<file path="src/rtl/capture_pkg.sv">
// Shared types for the logic-analyser trigger/capture sequencer.
package capture_pkg;

  typedef enum logic [2:0] {
    StIdle  = 3'd0,
    StFill  = 3'd1,
    StArmed = 3'd2,
    StPost  = 3'd3,
    StDone  = 3'd4
  } state_e;

  localparam logic [1:0] MODE_LEVEL     = 2'd0;
  localparam logic [1:0] MODE_EDGE      = 2'd1;
  localparam logic [1:0] MODE_BOTH      = 2'd2;
  localparam logic [1:0] MODE_IMMEDIATE = 2'd3;

endpackage

</file>
<file path="src/rtl/trigger_match.sv">
// Combinational level/edge trigger evaluation on the registered sample pair.
module trigger_match
  import capture_pkg::*;
#(
  parameter int unsigned WIDTH = 16
) (
  input  logic [WIDTH-1:0] i_sample_q,
  input  logic [WIDTH-1:0] i_sample_qq,
  input  logic [WIDTH-1:0] i_mask,
  input  logic [WIDTH-1:0] i_value,
  input  logic [WIDTH-1:0] i_rise,
  input  logic [WIDTH-1:0] i_fall,
  input  logic [1:0]       i_mode,
  output logic             o_hit
);

  logic w_level;
  logic w_edge;

  assign w_level = (((i_sample_q ^ i_value) & i_mask) == '0);
  assign w_edge  = |((~i_sample_qq & i_sample_q & i_rise) |
                     (i_sample_qq & ~i_sample_q & i_fall));

  always_comb begin
    o_hit = 1'b0;
    case (i_mode)
      MODE_LEVEL: o_hit = w_level;
      MODE_EDGE:  o_hit = w_edge;
      MODE_BOTH:  o_hit = w_level && w_edge;
      default:    o_hit = 1'b1;
    endcase
  end

endmodule

</file>
<file path="src/rtl/capture_trigger.sv">
// Trigger and capture sequencer: pre-trigger ring fill, trigger search, post-trigger
// fill, then hold the completed buffer until it is released or aborted.
module capture_trigger
  import capture_pkg::*;
#(
  parameter int unsigned WIDTH      = 16,
  parameter int unsigned ADDR_WIDTH = 5
) (
  input  logic                  i_clk,
  input  logic                  i_rst_n,
  input  logic [WIDTH-1:0]      i_inport,
  input  logic [WIDTH-1:0]      i_cfg_mask,
  input  logic [WIDTH-1:0]      i_cfg_value,
  input  logic [WIDTH-1:0]      i_cfg_rise,
  input  logic [WIDTH-1:0]      i_cfg_fall,
  input  logic [1:0]            i_cfg_mode,
  input  logic [ADDR_WIDTH-1:0] i_cfg_pretrig,
  input  logic                  i_arm,
  input  logic                  i_abort,
  input  logic                  i_buf_release,
  output logic                  o_wr_en,
  output logic [ADDR_WIDTH-1:0] o_wr_addr,
  output logic [WIDTH-1:0]      o_wr_data,
  output logic [ADDR_WIDTH-1:0] o_trig_addr,
  output logic [ADDR_WIDTH-1:0] o_start_addr,
  output logic                  o_buf_ready,
  output logic [2:0]            o_state
);

  localparam logic [ADDR_WIDTH-1:0] AddrOne  = {{(ADDR_WIDTH-1){1'b0}}, 1'b1};
  localparam logic [ADDR_WIDTH-1:0] LastAddr = '1;

  state_e                r_state, w_state_d;
  logic [WIDTH-1:0]      r_sample_q, r_sample_qq;
  logic [WIDTH-1:0]      r_mask, r_value, r_rise, r_fall;
  logic [1:0]            r_mode;
  logic [ADDR_WIDTH-1:0] r_pretrig, r_pre_cnt, r_post_cnt;
  logic [ADDR_WIDTH-1:0] r_wr_addr, r_trig_addr, r_start_addr;
  logic                  r_wr_en, r_buf_ready;
  logic                  w_hit, w_latch_cfg, w_capture, w_wr_en_d;

  trigger_match #(
    .WIDTH(WIDTH)
  ) u_trigger_match (
    .i_sample_q (r_sample_q),
    .i_sample_qq(r_sample_qq),
    .i_mask     (r_mask),
    .i_value    (r_value),
    .i_rise     (r_rise),
    .i_fall     (r_fall),
    .i_mode     (r_mode),
    .o_hit      (w_hit)
  );

  always_comb begin
    w_state_d   = r_state;
    w_latch_cfg = 1'b0;
    w_capture   = 1'b0;
    if (i_abort) begin
      w_state_d = StIdle;
    end else begin
      unique case (r_state)
        StIdle: begin
          if (i_arm) begin
            w_latch_cfg = 1'b1;
            w_state_d   = (i_cfg_pretrig == '0) ? StArmed : StFill;
          end
        end
        StFill: begin
          if ((r_pre_cnt + AddrOne) == r_pretrig) w_state_d = StArmed;
        end
        StArmed: begin
          if (w_hit) begin
            w_capture = 1'b1;
            w_state_d = (r_pretrig == LastAddr) ? StDone : StPost;
          end
        end
        StPost: begin
          if (r_post_cnt == AddrOne) w_state_d = StDone;
        end
        StDone: begin
          // A simultaneous arm is treated as part of the release.
          if (i_buf_release) begin
            w_latch_cfg = 1'b1;
            w_state_d   = (i_cfg_pretrig == '0) ? StArmed : StFill;
          end
        end
        default: w_state_d = StIdle;
      endcase
    end
  end

  assign w_wr_en_d = (w_state_d == StFill) || (w_state_d == StArmed) || (w_state_d == StPost);

  always_ff @(posedge i_clk or negedge i_rst_n) begin
    if (!i_rst_n) begin
      r_state      <= StIdle;
      r_sample_q   <= '0;
      r_sample_qq  <= '0;
      r_mask       <= '0;
      r_value      <= '0;
      r_rise       <= '0;
      r_fall       <= '0;
      r_mode       <= '0;
      r_pretrig    <= '0;
      r_pre_cnt    <= '0;
      r_post_cnt   <= '0;
      r_wr_addr    <= '0;
      r_trig_addr  <= '0;
      r_start_addr <= '0;
      r_wr_en      <= 1'b0;
      r_buf_ready  <= 1'b0;
    end else begin
      r_state     <= w_state_d;
      r_sample_q  <= i_inport;
      r_sample_qq <= r_sample_q;
      r_wr_en     <= w_wr_en_d;
      r_buf_ready <= (w_state_d == StDone);
      if (w_latch_cfg) begin
        r_mask    <= i_cfg_mask;
        r_value   <= i_cfg_value;
        r_rise    <= i_cfg_rise;
        r_fall    <= i_cfg_fall;
        r_mode    <= i_cfg_mode;
        r_pretrig <= i_cfg_pretrig;
      end
      r_pre_cnt <= (r_state == StFill) ? (r_pre_cnt + AddrOne) : '0;
      if (w_capture) begin
        r_post_cnt   <= LastAddr - r_pretrig;
        r_trig_addr  <= r_wr_addr;
        r_start_addr <= r_wr_addr - r_pretrig;
      end else if (r_state == StPost) begin
        r_post_cnt <= r_post_cnt - AddrOne;
      end
      // The address only ever advances; the ring position survives arm and release.
      if (r_wr_en) r_wr_addr <= r_wr_addr + AddrOne;
    end
  end

  assign o_wr_en      = r_wr_en;
  assign o_wr_addr    = r_wr_addr;
  assign o_wr_data    = r_sample_q;
  assign o_trig_addr  = r_trig_addr;
  assign o_start_addr = r_start_addr;
  assign o_buf_ready  = r_buf_ready;
  assign o_state      = r_state;

endmodule

</file>
<file path="config.mk">
export PLATFORM = sky130hd
export DESIGN_NAME = capture_trigger
export DESIGN_NICKNAME = d
export VERILOG_FILES = /design/src/rtl/capture_pkg.sv /design/src/rtl/trigger_match.sv /design/src/rtl/capture_trigger.sv
export SDC_FILE = /design/constraint.sdc
export NUM_CORES = 1
export LEC_CHECK = 0
export ABC_CLOCK_PERIOD_IN_PS = 3000
export BUFFER_PORTS_ARGS = -buffer_cell sky130_fd_sc_hd__buf_2
export CAP_MARGIN = 20
export CORE_MARGIN = 2
export CORE_UTILIZATION = 58
export DETAILED_ROUTE_END_ITERATION = 6
export PLACE_DENSITY = 0.83
export RECOVER_POWER = 50
export SYNTH_ARGS = -nofsm -noshare
export SYNTH_HDL_FRONTEND = slang
export SYNTH_SLANG_ARGS = --single-unit
</file>
<file path="constraint.sdc">
create_clock -name i_clk -period 3 [get_ports i_clk]
set_input_delay 0.45 -clock i_clk [delete_from_list [all_inputs] [get_ports i_clk]]
set_output_delay 0.45 -clock i_clk [all_outputs]
set_load 0.03 [all_outputs]
</file>
==> After elaboration in Yosys (flattened, before gate mapping) <==
Cells that the tools add are included.
{ "totals": {"reg_bits": 133, "word_cells": 72, "inputBits": 92, "output_inout_bits": 36} }
{ "op_classes": {"addsub": 5, "n_bitwise": 9, "n_eq_ne": 13, "mux": 20, "reduce_logical": 9} }
{ "op_table": {"columns": ["cell", "n"], "rows": [
  ["bitwise AND 16 bit", 5],
  ["inverter 16 bit", 2],
  ["2-to-1 mux 3 bit", 7],
  ["zero test 16 bit", 1],
  ["OR 16 bit", 1],
  ["OR reduction 16 bit", 1],
  ["bitwise XOR 16 bit", 1],
  ["2-to-1 mux 5 bit", 3],
  ["case mux 3 bit (5 select lines)", 1],
  ["== test 3 x 2 -> 1 bit, second input constant", 4],
  ["adder 5 x 1 -> 5 bit, second input constant", 2],
  ["== test 3 x 1 -> 1 bit, second input constant", 2],
  ["== test 3 bit, second input constant", 2],
  ["2-to-1 mux 1 bit", 6],
  ["== test 5 x 1 -> 1 bit, second input constant", 1],
  ["== test 5 bit", 1],
  ["== test 5 bit, second input constant", 1],
  ["zero test 5 bit", 1],
  ["subtractor 5 x 1 -> 5 bit, second input constant", 1],
  ["subtractor 5 bit", 1],
  ["subtractor 5 bit, first input constant", 1],
  ["zero test 3 bit", 1],
  ["case mux 1 bit (3 select lines)", 1],
  ["== test 2 x 1 -> 1 bit, second input constant", 1],
  ["other kinds (7)", 8]
]} }

==> Longest topological paths before layout <==
{ "depth": {"depth_word": 13, "ltp_mapped": 8} }

==> Modules after synthesis <==
Synthesis repeated with hierarchy kept, for this count alone.
{ "unflattened": {"cells_unflattened": 422, "area_unflattened_um2": 5629.1} }
{ "modules_own_cells": {"columns": ["mod", "area_per_inst_um2", "cells_each", "instances"], "rows": [
  ["capture_trigger", 5087.4, 342, 1],
  ["trigger_match", 541.8, 80, 1]
]} }

==> Worst setup path before layout <==
OpenSTA, ideal clock, no wires.
{ "synth_path": {"path_type": "flip-flop to flip-flop", "start": "register r_state[0], in the netlist o_state[0]", "end": "register r_fall[15]", "slack_ns": 0.963, "stages_incl_launch_ff": 7, "arrival_time_ns": 1.912, "path_buffers": 2, "required_time_ns": 2.875, "setup_time_ns": 0.125, "cell_sequence": "dfrtp_1 or2_2 or2_1 nor2_1 buf_4 buf_6 mux2_2"} }
{ "synth_via": {"elab_chain_len": 3, "word_cells_on_any_way": 4} }
{ "synth_rtl": {"columns": ["item", "line_no", "source"], "rows": [
  ["start: declaration", "capture_trigger.sv:33", "state_e r_state, w_state_d;"],
  ["start signal: assignment", "capture_trigger.sv:97", "r_state <= StIdle;"],
  ["start signal: assignment", "capture_trigger.sv:114", "r_state <= w_state_d;"],
  ["== test 3 bit or zero test 3 bit (tied branches)", "capture_trigger.sv:62", "unique case (r_state)"],
  ["case mux 1 bit (2 select lines) *", "capture_trigger.sv:62", null],
  ["2-to-1 mux 1 bit *", "capture_trigger.sv:59", "if (i_abort) begin"],
  ["end signal: assignment", "capture_trigger.sv:123", "r_fall <= i_cfg_fall;"],
  ["end: declaration", "capture_trigger.sv:35", "logic [WIDTH-1:0] r_mask, r_value, r_rise, r_fall;"]
]} }
Every way passes the cells marked *; elsewhere a longest branch is shown, timed or not.
A chain may end at the register's enable or synchronous reset.

==> Final worst setup path <==
{ "layout_path": {"start": "register r_sample_q[11], in the netlist o_wr_data[11]", "end": "register r_post_cnt[1]"} }
{ "layout_via": {"elab_chain_len": 11, "word_cells_on_any_way": 17} }
{ "layout_rtl": {"columns": ["item", "line_no", "source"], "rows": [
  ["start: declaration", "capture_trigger.sv:34", "logic [WIDTH-1:0] r_sample_q, r_sample_qq;"],
  ["start signal: assignment", "capture_trigger.sv:115", "r_sample_q <= i_inport;"],
  ["inverter 16 bit", "trigger_match.sv:22", "(i_sample_qq & ~i_sample_q & i_fall));"],
  ["bitwise AND 16 bit (2 in series)", "trigger_match.sv:22", null],
  ["OR 16 bit", "trigger_match.sv:21", "assign w_edge = |((~i_sample_qq & i_sample_q & i_rise) |"],
  ["OR reduction 16 bit", "trigger_match.sv:21", null],
  ["logical AND 1 bit", "trigger_match.sv:29", "MODE_BOTH: o_hit = w_level && w_edge;"],
  ["case mux 1 bit (3 select lines) *", "trigger_match.sv:26", "case (i_mode)"],
  ["2-to-1 mux 1 bit *", "capture_trigger.sv:73", "if (w_hit) begin"],
  ["2-to-1 mux 1 bit *", "capture_trigger.sv:62", null],
  ["2-to-1 mux 1 bit *", "capture_trigger.sv:59", null],
  ["2-to-1 mux 5 bit or nonzero test 2 bit (tied branches)", null, null],
  ["end signal: assignment", "capture_trigger.sv:129", "r_post_cnt <= LastAddr - r_pretrig;"],
  ["end signal: assignment", "capture_trigger.sv:133", "r_post_cnt <= r_post_cnt - AddrOne;"],
  ["end: declaration", "capture_trigger.sv:37", "logic [ADDR_WIDTH-1:0] r_pretrig, r_pre_cnt, r_post_cnt;"]
]} }
Marks and branches as above.

==> results.sh <==
export IMPL_status="finished with violations"
export IMPL_failed_checks="max-capacitance violations, max-slew violations"
export IMPL_fin_setup_tns_ns=0
export IMPL_antenna_found_initial=0
export IMPL_cp_required_ns=3.40
export IMPL_internal_power_uw=4030
export IMPL_yosys_area_top_type="dfrtp_1"
export IMPL_combinationalPowerShare_pct=22.8
export IMPL_yosysTopAreaCellShare_pct=58.9
export IMPL_fin_nets=654
export IMPL_grtUsageTotal_pct=24.9
export IMPL_synth_avg_cell_area_sq_um=13.6
export IMPL_htree_num_levels=4
export IMPL_clkSinkCount=133
export IMPL_synth_edff_count=0
export IMPL_clkLatencyLatePin_ns=0.52
export IMPL_layout_drive_gt1_share_pct=41.9
export IMPL_io_pins=128
export IMPL_switching_share_pct=30.0
export IMPL_ant_nets=0
export IMPL_min_period_ns=2.30
export IMPL_multi_input_comb_area_sq_mm=0.00218
export IMPL_async_flop_share_pct=100
export IMPL_cts_tree="done"
export IMPL_layout_cells_non_filler=699
export IMPL_drc_errors=0
export IMPL_synth_top_cells_by_count="133 x dfrtp_1, 65 x mux2_2, 24 x nand3b_1, 22 x nand2_1, 22 x xor2_1"
export IMPL_grt_setup_unrepaired="no"
export IMPL_postCtsSetupBuffers=0
export IMPL_cts_buffer_depth=2
export IMPL_yosysMostFrequentCell="dfrtp_1"
export IMPL_syn_inst=414
export IMPL_syn_area_sq_mm=0.00565
export IMPL_cts_root_buf="clkbuf_8"
export IMPL_yosysWarnings=0
export IMPL_wirelength_um=12300
export IMPL_antennaDiodeCount=0
export IMPL_port_buffers=127
export IMPL_slew_viol_final=71
export IMPL_grt_overflow=0
export IMPL_core_sq_mm=0.00959
export IMPL_die_h_um=103
export IMPL_vdd_ir_drop_max_mv=0.514
export IMPL_drt_initial_drc_count=157
export IMPL_p_leak_uw=0.00329
export IMPL_clk_pin_slew_ns=0.06
export IMPL_yosysUniqueCellTypes=43
export IMPL_netlist_top_cells_area="dfrtp_1 59%, mux2_2 13%, xor2_1 3.4%, nand3b_1 3.2%, xnor2_1 2.3%"
export IMPL_cts_resized=0
export IMPL_criticalPathCategory="reg2reg"
export IMPL_grt_max_degree=72
export IMPL_maxCapViolations=1
export IMPL_p_per_area_mw_per_mm2=824
export IMPL_ys_seq_area_share_pct=58.9
export IMPL_p_sw_uw=1720
export IMPL_synth_seq_cells=133
export IMPL_skew_ns=0.00786
export IMPL_cts_buffers=17
export IMPL_place_ws_ns=0.731
export IMPL_grt_pass1_vias=3963
export IMPL_clock_fmax_ghz=0.435
export IMPL_area_delta_synth_final_pct=23.5
export IMPL_utilization_pct=72.7
export IMPL_rows=36
export IMPL_start_util_pct=58.9
export IMPL_start_kind="register"
export IMPL_firstDrtPassIters=4
export IMPL_routedWlPerCell_um=17.5
export IMPL_grt_pass1_wl_um=19300
export IMPL_dp_cells=666
export IMPL_layout_setup_ws_ns=0.700
export IMPL_synth_main_ff_cell="dfrtp_1"
export IMPL_worst_pin_slew_ns=1.82
export IMPL_crit_path_max_fanout=15
export IMPL_arrival_ns=2.70
export IMPL_hold_viol_final=0
export IMPL_seqPwrFrac_pct=43.6
export IMPL_seqCellArea_sq_mm=0.00333
export IMPL_place_congestion=0.879
export IMPL_maxSlewHeadroom_pct=-21.4
export IMPL_routed_via_density=5.43
export IMPL_endpoint_kind="register"
export IMPL_fin_crit_sh_pct=76.7
export IMPL_dp_hpwl_um=8600
export IMPL_vias=3794
export IMPL_timing_hold_worst_class="in2reg"
export IMPL_die_area_sq_mm=0.0105
export IMPL_fillers=664
export IMPL_setup_viol=0
export IMPL_synth_net_count=515
export IMPL_die_x_um=103
export IMPL_clock_power_share_pct=33.6
## cells by family after synthesis
logic type                 synth area share (%)
muxes                                      16.9
buffers and inverters                      2.64
AOI/OAI and AO/OA                          4.58
adders and majority gates                  2.13
DFF                                        58.9
xor gates and xnor gates                   5.74
and+or+nand+nor                            9.06
## cell type report
cell class                 count  share of cell area, %
clock inverter                 9                   1.08
inverter                      13                  0.699
multi-input combinational    257                   31.2
tap                          133                   2.38
sequential                   133                   47.7
clock buffer                  23                   6.98
timing repair buffer         131                   9.93
## cell usage in the layout, fill, tap and decap left out, types with 7 or more instances in the layout
cell       netlist  final
nand4_1         10     10
xnor2_1         15     15
nand3b_1        24     24
a21oi_1          7      7
ha_1             8      8
mux2_2          65     65
o21ai_0         11     11
mux2_1           8      8
buf_2            2    126
clkbuf_16        0     16
inv_1           13     13
a22oi_1          8      8
xor2_1          22     22
nor2_1          10      9
nand2_1         22     22
dfrtp_1        133    133
## registers in the layout, indices dropped and copies added (netlist names)
register / cells
o_wr_data: 16
r_post_cnt: 5
r_pre_cnt: 5
o_state: 3
r_value: 16
r_rise: 16
r_fall: 16
r_sample_qq: 16
o_wr_addr: 5
o_wr_en: 1
r_pretrig: 5
o_start_addr: 5
o_trig_addr: 5
r_mode: 2
o_buf_ready: 1
r_mask: 16
## repair_timing
item                                   CTS  global route
hold buffers                             1             0
endpoints found under the hold margin   69             0
setup endpoints to repair                0             0
## stage by stage
stage	instance area, sq um	hold WS (ns)	power (uW)
2_1_floorplan	5650	0.154	3400
3_3_place_gp	6410	0.454	3750
3_5_place_dp	6410	0.454	3830
4_1_cts	6980	0.0120	5790
5_1_grt	6980	0.00798	6060
6_report	6980	0.0320	5750
## routing by layer
layer  wire length [um]  vias to the layer above  GRT usage, %
met1               4930                     1886          30.9
met3                906                       21          8.14
met2               6150                      137          40.5
met5                  0                        -             0
li1                   -                     1750             -
met4                273                        0          10.5
## power groups by stage
stage	Combinational [uW]	Sequential [uW]	Clock [uW]
3_5_place_dp	1310	2530	0
2_1_floorplan	800	2600	0
4_1_cts	1330	2500	1960
5_1_grt	1450	2560	2050
3_3_place_gp	1250	2500	0
6_report	1310	2510	1930
## path summary, 6_finish.rpt
check / start / end / slack (ns) / depth (start not counted)
setup / recovery: o_wr_data[11] / r_post_cnt[1] / 0.70 / 6
hold / removal: i_inport[3] / o_wr_data[3] / 0.03 / 1
setup reg to reg: o_wr_data[11] / r_post_cnt[1] / 0.70 / 6
hold reg to reg: o_wr_data[2] / r_sample_qq[2] / 0.48 / 0
max in group asynchronous: i_rst_n / r_fall[2] / 0.92 / 3
min in group asynchronous: i_rst_n / o_trig_addr[2] / 0.95 / 2
## worst max-delay path, stage by stage, from the launching register on
cell and delay [ns]:
dfrtp_1 0.45, xor2_1 0.17, a22oi_1 0.25, nand4_1 0.19, o21bai_2 0.33, nand4b_4 0.37, mux2_4 0.42
Power figures use the tool's default switching activity.
